[src/rtl/hazard_unit.sv]
// Consumer-side hazard controller: load-use / branch-operand stalls, MDU full hold, taken-branch flush.
// Optional perf counters (StallCycles, FlushCount) are built when HAZARD_PERF_CNT_EN is defined.
module hazard_unit #(
  parameter int unsigned MDU_LAT = 4
) (
  input  logic       clk,
  input  logic       rst,
  input  logic [4:0] IF_ID_rs,
  input  logic [4:0] IF_ID_rt,
  input  logic       IF_ID_UseRt,
  input  logic       IF_ID_Branch,
  input  logic       BranchTaken,
  input  logic [4:0] ID_EX_rt,
  input  logic [4:0] ID_EX_rd,
  input  logic       ID_EX_RegDst,
  input  logic       ID_EX_MemRead,
  input  logic       ID_EX_RegWrite,
  input  logic [4:0] EX_MEM_rd,
  input  logic       EX_MEM_MemRead,
  input  logic       MduStart,
  output logic       PC_Write,
  output logic       IF_ID_Write,
  output logic       ID_EX_Write,
  output logic       ID_EX_Flush,
  output logic       IF_ID_Flush,
  output logic       EX_MEM_Flush,
  output logic       Busy
`ifdef HAZARD_PERF_CNT_EN
  ,
  output logic [31:0] StallCycles,
  output logic [31:0] FlushCount
`endif
);

  typedef enum logic [1:0] {RUN, STALL1, MDU_WAIT} state_t;

  localparam logic [3:0] CNT_INIT = 4'(MDU_LAT - 1);

  state_t     state_q, state_d;
  logic [3:0] cnt_q, cnt_d;
  logic [4:0] ex_dst;
  logic       ex_hit, mem_hit;
  logic       load_use, br_alu, br_load, br_mem;
  logic       fe_stall, full_hold, br_flush;

  assign ex_dst  = ID_EX_RegDst ? ID_EX_rd : ID_EX_rt;
  assign ex_hit  = (ex_dst != 5'd0) &&
                   ((ex_dst == IF_ID_rs) || (IF_ID_UseRt && (ex_dst == IF_ID_rt)));
  assign mem_hit = (EX_MEM_rd != 5'd0) &&
                   ((EX_MEM_rd == IF_ID_rs) || (IF_ID_UseRt && (EX_MEM_rd == IF_ID_rt)));

  assign load_use = ID_EX_MemRead & ex_hit;
  assign br_alu   = IF_ID_Branch & ID_EX_RegWrite & ~ID_EX_MemRead & ex_hit;
  assign br_load  = IF_ID_Branch & ID_EX_MemRead & ex_hit;
  assign br_mem   = IF_ID_Branch & EX_MEM_MemRead & mem_hit;

  always_comb begin
    state_d   = state_q;
    cnt_d     = cnt_q;
    fe_stall  = 1'b0;
    full_hold = 1'b0;
    br_flush  = 1'b0;
    unique case (state_q)
      RUN: begin
        if (MduStart) begin
          state_d   = MDU_WAIT;
          cnt_d     = CNT_INIT;
          full_hold = 1'b1;
        end else if (br_load) begin
          fe_stall = 1'b1;
          state_d  = STALL1;
        end else if (load_use | br_alu | br_mem) begin
          fe_stall = 1'b1;
        end else if (IF_ID_Branch & BranchTaken) begin
          br_flush = 1'b1;
        end
      end
      STALL1: begin
        fe_stall = 1'b1;
        state_d  = RUN;
      end
      MDU_WAIT: begin
        // Leave as cnt reaches 0 so the hold spans exactly MDU_LAT cycles including the start cycle.
        full_hold = 1'b1;
        if (cnt_q != 4'd0) cnt_d = cnt_q - 4'd1;
        if (cnt_q <= 4'd1) state_d = RUN;
      end
      default: state_d = RUN;
    endcase
  end

  // Reset forces defaults even though hazard inputs may still be live.
  assign PC_Write     = rst | ~(fe_stall | full_hold);
  assign IF_ID_Write  = rst | ~(fe_stall | full_hold);
  assign ID_EX_Write  = rst | ~full_hold;
  assign ID_EX_Flush  = ~rst & fe_stall;
  assign IF_ID_Flush  = ~rst & br_flush;
  assign EX_MEM_Flush = ~rst & full_hold;
  assign Busy         = (state_q != RUN);

  always_ff @(posedge clk or posedge rst) begin
    if (rst) begin
      state_q <= RUN;
      cnt_q   <= 4'd0;
    end else begin
      state_q <= state_d;
      cnt_q   <= cnt_d;
    end
  end

`ifdef HAZARD_PERF_CNT_EN
  logic [31:0] stall_cnt_q, flush_cnt_q;

  always_ff @(posedge clk or posedge rst) begin
    if (rst) begin
      stall_cnt_q <= 32'd0;
      flush_cnt_q <= 32'd0;
    end else begin
      if (!PC_Write && (stall_cnt_q != 32'hFFFF_FFFF)) stall_cnt_q <= stall_cnt_q + 32'd1;
      if (IF_ID_Flush && (flush_cnt_q != 32'hFFFF_FFFF)) flush_cnt_q <= flush_cnt_q + 32'd1;
    end
  end

  assign StallCycles = stall_cnt_q;
  assign FlushCount  = flush_cnt_q;
`endif

endmodule

[config.mk]
export PLATFORM = sky130hd
export DESIGN_NAME = hazard_unit
export DESIGN_NICKNAME = d
export VERILOG_FILES = /design/src/rtl/hazard_unit.sv
export SDC_FILE = /design/constraint.sdc
export NUM_CORES = 1
export LEC_CHECK = 0
export CELL_PAD_IN_SITES_DETAIL_PLACEMENT = 1
export CELL_PAD_IN_SITES_GLOBAL_PLACEMENT = 2
export CORE_MARGIN = 1.5
export CORE_UTILIZATION = 23
export CTS_BUF_LIST = sky130_fd_sc_hd__clkbuf_2
export CTS_CLUSTER_DIAMETER = 60
export DETAILED_ROUTE_END_ITERATION = 16
export HOLD_SLACK_MARGIN = 0.12
export PLACE_DENSITY_LB_ADDON = 0.1
export SYNTH_ARGS = -nofsm -noshare
export SYNTH_HDL_FRONTEND = slang
export SYNTH_SLANG_ARGS = --single-unit
[constraint.sdc]
create_clock -name clk -period 6.7 [get_ports clk]
set_clock_uncertainty 0.05 [all_clocks]
set_input_delay 1.34 -clock clk [delete_from_list [all_inputs] [get_ports clk]]
set_output_delay 1.34 -clock clk [all_outputs]
set_load 0.005 [all_outputs]
# --- Yosys cells after proc, flatten, opt, wreduce, memory -nomap -nowiden ---
# Index checks and enable logic that the tools add are counted.
op_classes:
  n_mul: 0
  add_sub_neg: 1
  muxes: 19
  shifts: 0
  div: 0
  bitwise_logic: 21
  reduce_logical: 14
  eq_ne: 10
  order_cmp: 1
op_table:
  columns: ["op", "n"]
  rows:
  - ["$eq 5x5->1", 4]
  - ["$and 1x1->1", 12]
  - ["$reduce_bool 5->1", 2]
  - ["$mux 1", 9]
  - ["$mux 4", 2]
  - ["$pmux 4 s2", 1]
  - ["$mux 2", 3]
  - ["$ne 2x2->1 const B", 3]
  - ["$mux 5", 1]
  - ["$or 1x1->1", 5]
  - ["$le 4x1->1 const B", 1]
  - ["$logic_and 1x1->1", 4]
  - ["$not 1->1", 4]
  - ["$pmux 1 s2", 2]
  - ["$pmux 2 s2", 1]
  - ["$reduce_bool 2->1", 2]
  - ["$reduce_bool 4->1", 1]
  - ["$sub 4x1->4 const B", 1]
  - ["$ne 3x3->1 const B", 1]
  - ["$reduce_and 3->1", 1]
  - ["$eq 2x1->1 const B", 1]
  - ["$eq 2x2->1 const B", 1]
  - ["$logic_not 2->1", 1]
  - ["$logic_or 1x1->1", 2]
  - ["$reduce_and 2->1", 1]
word_totals:
  mem_bits_ro: 0
  latch_bits: 0
  out_inout_bits: 7
  mem_bits_rw: 0
  regBits: 6
  word_cells: 68
  in_bits: 35
  mem_count: 0

# --- Longest topological paths before layout ---
# Gate-level depths: netlist (run 1).
depth:
  word_depth: 15
  mapped_depth: 8
  depth_no_buf: 6

# --- Least setup slack after synthesis (run 1) ---
# No wires, ideal clock.
synth_timing:
  kind: "input to output"
  start: "in ID_EX_RegDst"
  end: "out PC_Write"
  cell_stages: 8
  required_time_ns: 5.310
  setup_slack_ns: 2.413
  n_path_buf: 2
  t_arrival_ns: 2.897
  path_cell_list: "buf_6 -> mux2i_4 -> o22ai_1 -> o311ai_1 -> o22a_1 -> o21ai_1 -> o41ai_1 -> buf_4"
synth_between:
  elab_chain_len: 15
  elab_cells_between_ends: 19
  cone_classes: "2 x eq/ne; 5 x mux; 8 x bitwise; 4 x reduce/logical"
synth_rtl:
  columns: ["element", "line", "text"]
  rows:
  - ["start, declared", "15", "input logic ID_EX_RegDst,"]
  - ["$mux 5 (*)", "46", "assign ex_dst = ID_EX_RegDst ? ID_EX_rd : ID_EX_rt;"]
  - ["$eq 5x5->1", "48", "((ex_dst == IF_ID_rs) || (IF_ID_UseRt && (ex_dst == IF_ID_rt)));"]
  - ["$logic_and 1x1->1", "48", null]
  - ["$logic_or 1x1->1", "48", null]
  - ["$logic_and 1x1->1 (*)", "47", "assign ex_hit = (ex_dst != 5'd0) &&"]
  - ["$and 1x1->1, on equally long branches", "52, 53", null]
  - ["$or 1x1->1 (2 in series)", "72", "end else if (load_use | br_alu | br_mem) begin"]
  - ["$mux 1", "72", null]
  - ["$mux 1 (*)", "69", "end else if (br_load) begin"]
  - ["$mux 1 (*)", "65", "if (MduStart) begin"]
  - ["$pmux 1 s2 (*)", "63", "unique case (state_q)"]
  - ["$or 1x1->1 (*)", null, null]
  - ["$not 1->1 (*)", null, null]
  - ["$or 1x1->1 (*)", null, null]
  - ["end, declared", "21", "output logic PC_Write,"]
# Mark *: on every way between the ends. The rest lies on a longest branch, timed or not.

# --- Worst setup path after layout (run 1) ---
layout_timing:
  start: "in ID_EX_RegDst"
  end: "out PC_Write"
layout_between:
  elab_chain_len: 15
  elab_cells_between_ends: 19
  cone_classes: "2 x eq/ne; 5 x mux; 8 x bitwise; 4 x reduce/logical"
layout_rtl:
  columns: ["element", "line", "text"]
  rows:
  - ["$mux 5 (*)", "46", null]
  - ["$eq 5x5->1", "48", null]
  - ["$logic_and 1x1->1", "48", null]
  - ["$logic_or 1x1->1", "48", null]
  - ["$logic_and 1x1->1 (*)", "47", null]
  - ["$and 1x1->1, on equally long branches", "52, 53", null]
  - ["$or 1x1->1 (2 in series)", "72", null]
  - ["$mux 1", "72", null]
  - ["$mux 1 (*)", "69", null]
  - ["$mux 1 (*)", "65", null]
  - ["$pmux 1 s2 (*)", "63", null]
  - ["$or 1x1->1 (*)", "93", "assign PC_Write = rst | ~(fe_stall | full_hold);"]
  - ["$not 1->1 (*)", "93", null]
  - ["$or 1x1->1 (*)", "93", null]
# Marks and branches as above.

==> tab_implementation.tex, run 1 <==
\begin{tabular}{lr}
\hline
Metric & Value \\
\hline
\multicolumn{2}{l}{\textbf{Drt}} \\
\quad Remaining antenna violation count after routing & 0 \\
\quad Via total after detailed routing & 814 \\
\quad Total routed wirelength & 2.323 mm \\
\quad Drt via density & 4.497 \\
\quad DRC violations left & 0 \\
\quad First drt pass iteration count & 4 \\
\quad Iteration-0 DRC count of the detailed router & 20 \\
\quad Drt wl/cell & 12.83 um \\
\multicolumn{2}{l}{\textbf{Setup path}} \\
\quad Startpoint types & input port \\
\quad Type of element capturing the critical path & output pin \\
\quad Cell seen most often among critical-path stages & sky130\_fd\_sc\_hd\_\_clkdlybuf4s50\_1 \\
\quad Maximum fanout along the worst path & 9 \\
\quad List of cells traversed by the critical path & clkdlybuf4s50\_1 > mux2i\_4 > o22ai\_1 > o311ai\_1 > o22a\_1 > o21ai\_1 > o41ai\_1 > clkdlybuf4s50\_1 \\
\quad CP max stage delay & 830 ps \\
\quad Worst-case register-to-register setup slack & 5060 ps \\
\quad Signal arrival time at the worst endpoint & 4190 ps \\
\quad Slowest cell on the critical path & sky130\_fd\_sc\_hd\_\_clkdlybuf4s50\_1 \\
\quad CP Data Required Time & 5310 ps \\
\quad Top Family by Delay on Critical Path & buffers and inverters \\
\quad Category of the most critical setup path & input port to output pin \\
\quad Number of buffers and inverters on the critical path & 2 \\
\multicolumn{2}{l}{\textbf{Synth}} \\
\quad Nets in the synthesized netlist & 130 \\
\quad Top cell type by total area after synthesis & sky130\_fd\_sc\_hd\_\_dfrtp\_1 \\
\quad Fraction of registers with async set or reset after synthesis & 100.0\% \\
\quad Post-Synthesis Mean Instance Area & 8.436 um2 \\
\quad Number of enable-type register cells in the synthesized netlist & 0 \\
\quad Fraction of synthesized cell area taken by the top area cell type & 19.14\% \\
\quad Count of warnings emitted by yosys & 0 \\
\quad Post-synthesis instance total & 93 \\
\quad Largest cells by area after synthesis & sky130\_fd\_sc\_hd\_\_dfrtp\_1, sky130\_fd\_sc\_hd\_\_xnor2\_1, sky130\_fd\_sc\_hd\_\_xor2\_1 \\
\quad Synthesized flop and latch total & 6 \\
\quad Number of library cell types mapped by synthesis & 32 \\
\quad Synth Flop Type & sky130\_fd\_sc\_hd\_\_dfrtp\_1 \\
\quad Sequential cell area fraction in the yosys report & 19.14\% \\
\quad Most used standard cells in the synthesized netlist & sky130\_fd\_sc\_hd\_\_xnor2\_1, sky130\_fd\_sc\_hd\_\_xor2\_1, sky130\_fd\_sc\_hd\_\_nand2\_1 \\
\quad Total standard cell area after synthesis & 784.5 um2 \\
\quad Most used standard cell by instance count after synthesis & sky130\_fd\_sc\_hd\_\_xnor2\_1 \\
\multicolumn{2}{l}{\textbf{Clock tree}} \\
\quad Register clock-pin slew on the reported worst setup and hold paths & 60 ps \\
\quad Clock tree buffer depth & 2 \\
\quad H-tree Lvls & 1 \\
\quad Post-CTS sizing & 0 \\
\quad Clock tree from TritonCTS & yes \\
\quad Hold buffer count at cts & 0 \\
\quad Clock network latency to the later pin of the worst-skew pair & 210 ps \\
\quad Cts bufs inserted & 3 \\
\quad Number of clock sinks & 6 \\
\quad Number of buffers inserted to repair setup after CTS & 0 \\
\quad Master cell of the clock root buffer & sky130\_fd\_sc\_hd\_\_clkbuf\_2 \\
\multicolumn{2}{l}{\textbf{Floorplanning}} \\
\quad Io pins & 42 \\
\quad Vertical die dimension & 61.40 um \\
\quad Starting utilization of the core area & 23.70\% \\
\quad Number of rows in the core area & 21 \\
\quad Die area & 3770 um2 \\
\quad Die X-Extent & 61.40 um \\
\quad Area of the core & 3311 um2 \\
\multicolumn{2}{l}{\textbf{Timing}} \\
\quad Slew at the pin with the worst max-slew slack & 575.2 ps \\
\quad Crit path time final & 5581 ps \\
\quad Period utilization & 83.29\% \\
\quad Final Setup Violations & 0 \\
\quad Remaining max-slew budget at the tightest pin & 61.54\% \\
\quad Post-route worst hold slack & 488.1 ps \\
\quad Final setup TNS & 0 ps \\
\quad Final Max Tran Viols & 0 \\
\quad Peak Freq & 0.1792 GHz \\
\quad RSZ-0062 raised after global routing & no \\
\quad Final hold violations & 0 \\
\multicolumn{2}{l}{\textbf{Cells and area}} \\
\quad Final nets & 174 \\
\quad Final instance count without filler cells & 181 \\
\quad Share of cells above drive strength 1 & 7.407\% \\
\quad Diode count & 0 \\
\quad Filler cells & 406 \\
\quad Final standard cell area without fillers & 1249 um2 \\
\quad Synth-to-Final Area Change & 59.17\% \\
\multicolumn{2}{l}{\textbf{GRT}} \\
\quad GRT overflow & 0 \\
\quad Global-route wire length before repair & 3.822 mm \\
\quad Vias in the first global route & 861 \\
\quad Initial antenna violation count & 0 \\
\quad All-layer global routing usage & 13.63\% \\
\quad Maximum number of pins on one net before global-route repair & 10 \\
\multicolumn{2}{l}{\textbf{Placed design}} \\
\quad Port Buf Inserts & 41 \\
\quad Cell count after placement & 178 \\
\quad Final RePlAce weighted congestion & 0.7647 \\
\quad Placed instance area & 1234 um2 \\
\quad Final HPWL from detailed placement & 2.040 mm \\
\multicolumn{2}{l}{\textbf{Pwr}} \\
\quad Power after layout & 0.0002140 W \\
\quad Maximum VDD drop & 0.1165 mV \\
\quad Total power per unit cell area & 171.3 nW/um2 \\
\quad Total leakage power & 0.4725 nW \\
\multicolumn{2}{l}{\textbf{Worst hold path}} \\
\quad Worst min path class & flop to flop \\
\multicolumn{2}{l}{\textbf{Job}} \\
\quad Max-capacitance violation count & 0 \\
\multicolumn{2}{l}{\textbf{Status}} \\
\quad Outcome & finished, final reports clean \\
\hline
\end{tabular}
## state kept, by name, indices dropped and copies added, names as in the netlist
name and flops:
cnt_q 4, state_q 2
## kinds of logic after synthesis
group           count (synthesis)  synth area share, %
buf+inv                         9                5.742
simple gates                   33                21.85
flops                           6                19.14
xor+xnor                       20                22.33
fa+ha+maj                       2                3.189
mux                             6                12.28
compound gates                 17                15.47
## layout make-up
type | instances | area, um2 | area share [%]
flip-flops and latches | 6 | 150.1 | 12.02
inverters | 7 | 26.28 | 2.104
multi-input cells | 78 | 589.3 | 47.19
well taps | 46 | 57.56 | 4.609
clock buffers | 3 | 15.01 | 1.202
repair buffers | 41 | 410.4 | 32.87
## report_power, final
part | total [W] | internal (W) | switching (W) | leakage, nW
Clock | 0.0000234 | 0.0000121 | 0.0000113 | 0.0125
Combinational | 0.000126 | 0.0000683 | 0.0000577 | 0.386
Sequential | 0.0000646 | 0.0000498 | 0.0000148 | 0.0739
## layer usage
metal | share of wire [%] | global-route usage (%)
met1 | 40 | 15.92
met2 | 53 | 25.38
met3 | 6.7 | 1.891
met4 | 0.86 | 4.559
met5 | 0 | 0
## placed cells by master, fill, tap and decap left out, types with 2 or more instances in the layout
cell type | Yosys | routed
sky130_fd_sc_hd__nand4_1 | 2 | 2
sky130_fd_sc_hd__o22ai_1 | 3 | 3
sky130_fd_sc_hd__nand2_1 | 8 | 8
sky130_fd_sc_hd__nor2b_1 | 2 | 2
sky130_fd_sc_hd__dfrtp_1 | 6 | 6
sky130_fd_sc_hd__nor3b_1 | 3 | 3
sky130_fd_sc_hd__nor2_1 | 6 | 6
sky130_fd_sc_hd__mux2i_4 | 2 | 2
sky130_fd_sc_hd__mux2i_2 | 3 | 3
sky130_fd_sc_hd__nor3_1 | 5 | 5
sky130_fd_sc_hd__inv_1 | 7 | 7
sky130_fd_sc_hd__ha_1 | 2 | 2
sky130_fd_sc_hd__a21oi_1 | 6 | 6
sky130_fd_sc_hd__clkbuf_2 | 0 | 3
sky130_fd_sc_hd__xor2_1 | 9 | 9
sky130_fd_sc_hd__nand3_1 | 2 | 2
sky130_fd_sc_hd__clkdlybuf4s50_1 | 0 | 41
sky130_fd_sc_hd__xnor2_1 | 11 | 11
## metrics by stage
step	worst slack [ps]	util [%]
2_1_floorplan	2413	-
3_3_place_gp	1095	37.26
3_5_place_dp	1064	37.26
4_1_cts	1052	37.72
5_1_grt	930.6	37.72
6_report	1119	37.72
## worst paths after layout
check	to	depth (start not counted)	from
worst max register to register	cnt_q[3]$_DFFE_PP0P_	6	cnt_q[0]$_DFFE_PP0P_
worst max-delay path	PC_Write	8	ID_EX_RegDst
min in group asynchronous	cnt_q[2]$_DFFE_PP0P_	2	rst
worst min-delay path	cnt_q[0]$_DFFE_PP0P_	1	cnt_q[0]$_DFFE_PP0P_
worst min register to register	cnt_q[0]$_DFFE_PP0P_	1	cnt_q[0]$_DFFE_PP0P_
max in group asynchronous	cnt_q[3]$_DFFE_PP0P_	2	rst
(Power assumes the default switching activity.)
==> run 2: changes to the inputs <==
- CORE_UTILIZATION: 23 -> 19
- clock period: 6.7 -> 5.05 ns (I/O delays scaled with it)
==> run 2 against run 1 <==
Combinational power grew 33%. Flip-flop and latch count is the same. Worst hold slack gained 11 ps. Critical path type unchanged. Largest power group unchanged.
==> tab_implementation.tex, run 2 (synthesized netlist as in run 1, its figures left out) <==
\begin{tabular}{lr}
\hline
Metric & Value \\
\hline
\multicolumn{2}{l}{\textbf{Timing}} \\
\quad Peak Freq & 0.2147 GHz \\
\quad Crit path time final & 4658 ps \\
\quad Final hold violations & 0 \\
\quad Slew at the pin with the worst max-slew slack & 502.9 ps \\
\quad Final Setup Violations & 0 \\
\quad RSZ-0062 raised after global routing & no \\
\quad Period utilization & 92.24\% \\
\quad Final Max Tran Viols & 0 \\
\quad Final setup TNS & 0 ps \\
\quad Remaining max-slew budget at the tightest pin & 66.48\% \\
\multicolumn{2}{l}{\textbf{Placed design}} \\
\quad Placed instance area & 1246 um2 \\
\quad Final HPWL from detailed placement & 2.086 mm \\
\quad Port Buf Inserts & 41 \\
\quad Final RePlAce weighted congestion & 0.7617 \\
\multicolumn{2}{l}{\textbf{GRT}} \\
\quad Global-route wire length before repair & 3.967 mm \\
\quad Maximum number of pins on one net before global-route repair & 10 \\
\quad Vias in the first global route & 875 \\
\quad GRT overflow & 0 \\
\quad All-layer global routing usage & 11.51\% \\
\quad Initial antenna violation count & 0 \\
\multicolumn{2}{l}{\textbf{Floorplanning}} \\
\quad Starting utilization of the core area & 19.75\% \\
\quad Area of the core & 3971 um2 \\
\quad Die area & 4523 um2 \\
\quad Vertical die dimension & 67.26 um \\
\quad Io pins & 42 \\
\quad Die X-Extent & 67.26 um \\
\quad Number of rows in the core area & 23 \\
\multicolumn{2}{l}{\textbf{Clock tree}} \\
\quad Clock network latency to the later pin of the worst-skew pair & 220 ps \\
\quad Clock tree buffer depth & 2 \\
\quad Cts bufs inserted & 3 \\
\quad Hold buffer count at cts & 0 \\
\quad Number of clock sinks & 6 \\
\quad H-tree Lvls & 1 \\
\quad Master cell of the clock root buffer & sky130\_fd\_sc\_hd\_\_clkbuf\_2 \\
\quad Clock tree from TritonCTS & yes \\
\quad Register clock-pin slew on the reported worst setup and hold paths & 60 ps \\
\quad Post-CTS sizing & 0 \\
\quad Number of buffers inserted to repair setup after CTS & 0 \\
\multicolumn{2}{l}{\textbf{Cells and area}} \\
\quad Final standard cell area without fillers & 1261 um2 \\
\quad Final nets & 175 \\
\quad Number of flip-flops under the largest register name & 4 \\
\quad Synth-to-Final Area Change & 60.77\% \\
\quad Share of cells above drive strength 1 & 8.088\% \\
\quad Most frequent standard cell in the layout excluding fill and tap cells & sky130\_fd\_sc\_hd\_\_clkdlybuf4s50\_1 \\
\quad Filler cells & 487 \\
\quad Register with the most flip-flops & cnt\_q \\
\quad Commonest non-fill, non-tap cells in the layout & sky130\_fd\_sc\_hd\_\_clkdlybuf4s50\_1, sky130\_fd\_sc\_hd\_\_xnor2\_1, sky130\_fd\_sc\_hd\_\_xor2\_1 \\
\quad Registers with the highest flip-flop counts & cnt\_q: 4 flops, state\_q: 2 flops \\
\quad Diode count & 0 \\
\multicolumn{2}{l}{\textbf{Setup path}} \\
\quad Maximum fanout along the worst path & 9 \\
\quad Category of the most critical setup path & input port to output pin \\
\quad Type of element capturing the critical path & output pin \\
\quad CP Data Required Time & 3990 ps \\
\quad Startpoint types & input port \\
\quad Signal arrival time at the worst endpoint & 3600 ps \\
\multicolumn{2}{l}{\textbf{Drt}} \\
\quad Via total after detailed routing & 830 \\
\quad Drt via density & 4.462 \\
\quad Total routed wirelength & 2.456 mm \\
\quad Iteration-0 DRC count of the detailed router & 28 \\
\quad DRC violations left & 0 \\
\quad First drt pass iteration count & 4 \\
\quad Drt wl/cell & 13.20 um \\
\quad Remaining antenna violation count after routing & 0 \\
\multicolumn{2}{l}{\textbf{Pwr}} \\
\quad Total power per unit cell area & 228.7 nW/um2 \\
\quad Maximum VDD drop & 0.1230 mV \\
\quad Total leakage power & 0.4774 nW \\
\quad Power after layout & 0.0002884 W \\
\multicolumn{2}{l}{\textbf{Job}} \\
\quad Max-capacitance violation count & 0 \\
\multicolumn{2}{l}{\textbf{Worst hold path}} \\
\quad Worst min path class & flop to flop \\
\multicolumn{2}{l}{\textbf{Status}} \\
\quad Outcome & finished, final reports clean \\
\hline
\end{tabular}
## run 2: final cells by class
class / instances / area (um2) / area share (%)
Inverter: 7 / 26.28 / 2.083
Clock buffer: 3 / 15.01 / 1.190
Tap cell: 50 / 62.56 / 4.960
Timing Repair Buffer: 42 / 417.9 / 33.13
Sequential cell: 6 / 150.1 / 11.90
Multi-Input combinational cell: 78 / 589.3 / 46.73
## run 2: worst paths after layout
path	from	to	slack [ps]	depth (start not counted)
worst max-delay path	ID_EX_RegDst	ID_EX_Flush	390	9
min in group asynchronous	rst	cnt_q[1]$_DFFE_PP0P_	1060	2
worst max register to register	cnt_q[0]$_DFFE_PP0P_	cnt_q[2]$_DFFE_PP0P_	3410	6
worst min-delay path	cnt_q[3]$_DFFE_PP0P_	cnt_q[3]$_DFFE_PP0P_	500	2
worst min register to register	cnt_q[3]$_DFFE_PP0P_	cnt_q[3]$_DFFE_PP0P_	500	2
max in group asynchronous	rst	cnt_q[3]$_DFFE_PP0P_	3670	2
## run 2: metrics by stage
stage          setup slack, ps  hold slack (ps)  util [%]  cells
6_report                 392.1            499.4     31.76    186
5_1_grt                  166.0            533.9     31.76    186
4_1_cts                  360.7            502.5     31.76    186
3_5_place_dp             388.3            483.6     31.38    183
2_1_floorplan             1423            444.2         -     93
3_3_place_gp             310.7            480.4     31.38    183
## run 2: metal layers
| metal | track usage (%) | up-vias | wire (um) |
|---|---|---|---|
| met3 | 1.833 | 2 | 197 |
| met4 | 3.061 | 0 | 14 |
| met2 | 19.80 | 29 | 1142 |
| met5 | 0 | - | 0 |
| met1 | 14.87 | 382 | 1102 |
| li1 | - | 417 | - |
## run 2: power breakdown
| group | internal (W) | leakage (nW) | switching, W |
|---|---|---|---|
| Sequential | 0.0000660 | 0.0739 | 0.0000206 |
| Combinational | 0.0000908 | 0.391 | 0.0000768 |
| Clock | 0.0000161 | 0.0125 | 0.0000180 |
| Total | 0.000173 | 0.477 | 0.000116 |
## run 2: worst max-delay path, cell delays in order
cell and delay, ps:
sky130_fd_sc_hd__clkdlybuf4s50_1 450, sky130_fd_sc_hd__buf_4 200, sky130_fd_sc_hd__mux2i_2 310, sky130_fd_sc_hd__xor2_1 180, sky130_fd_sc_hd__nand3_1 110, sky130_fd_sc_hd__o22a_1 260, sky130_fd_sc_hd__o211a_1 250, sky130_fd_sc_hd__a2111oi_2 270
sky130_fd_sc_hd__clkdlybuf4s50_1 560
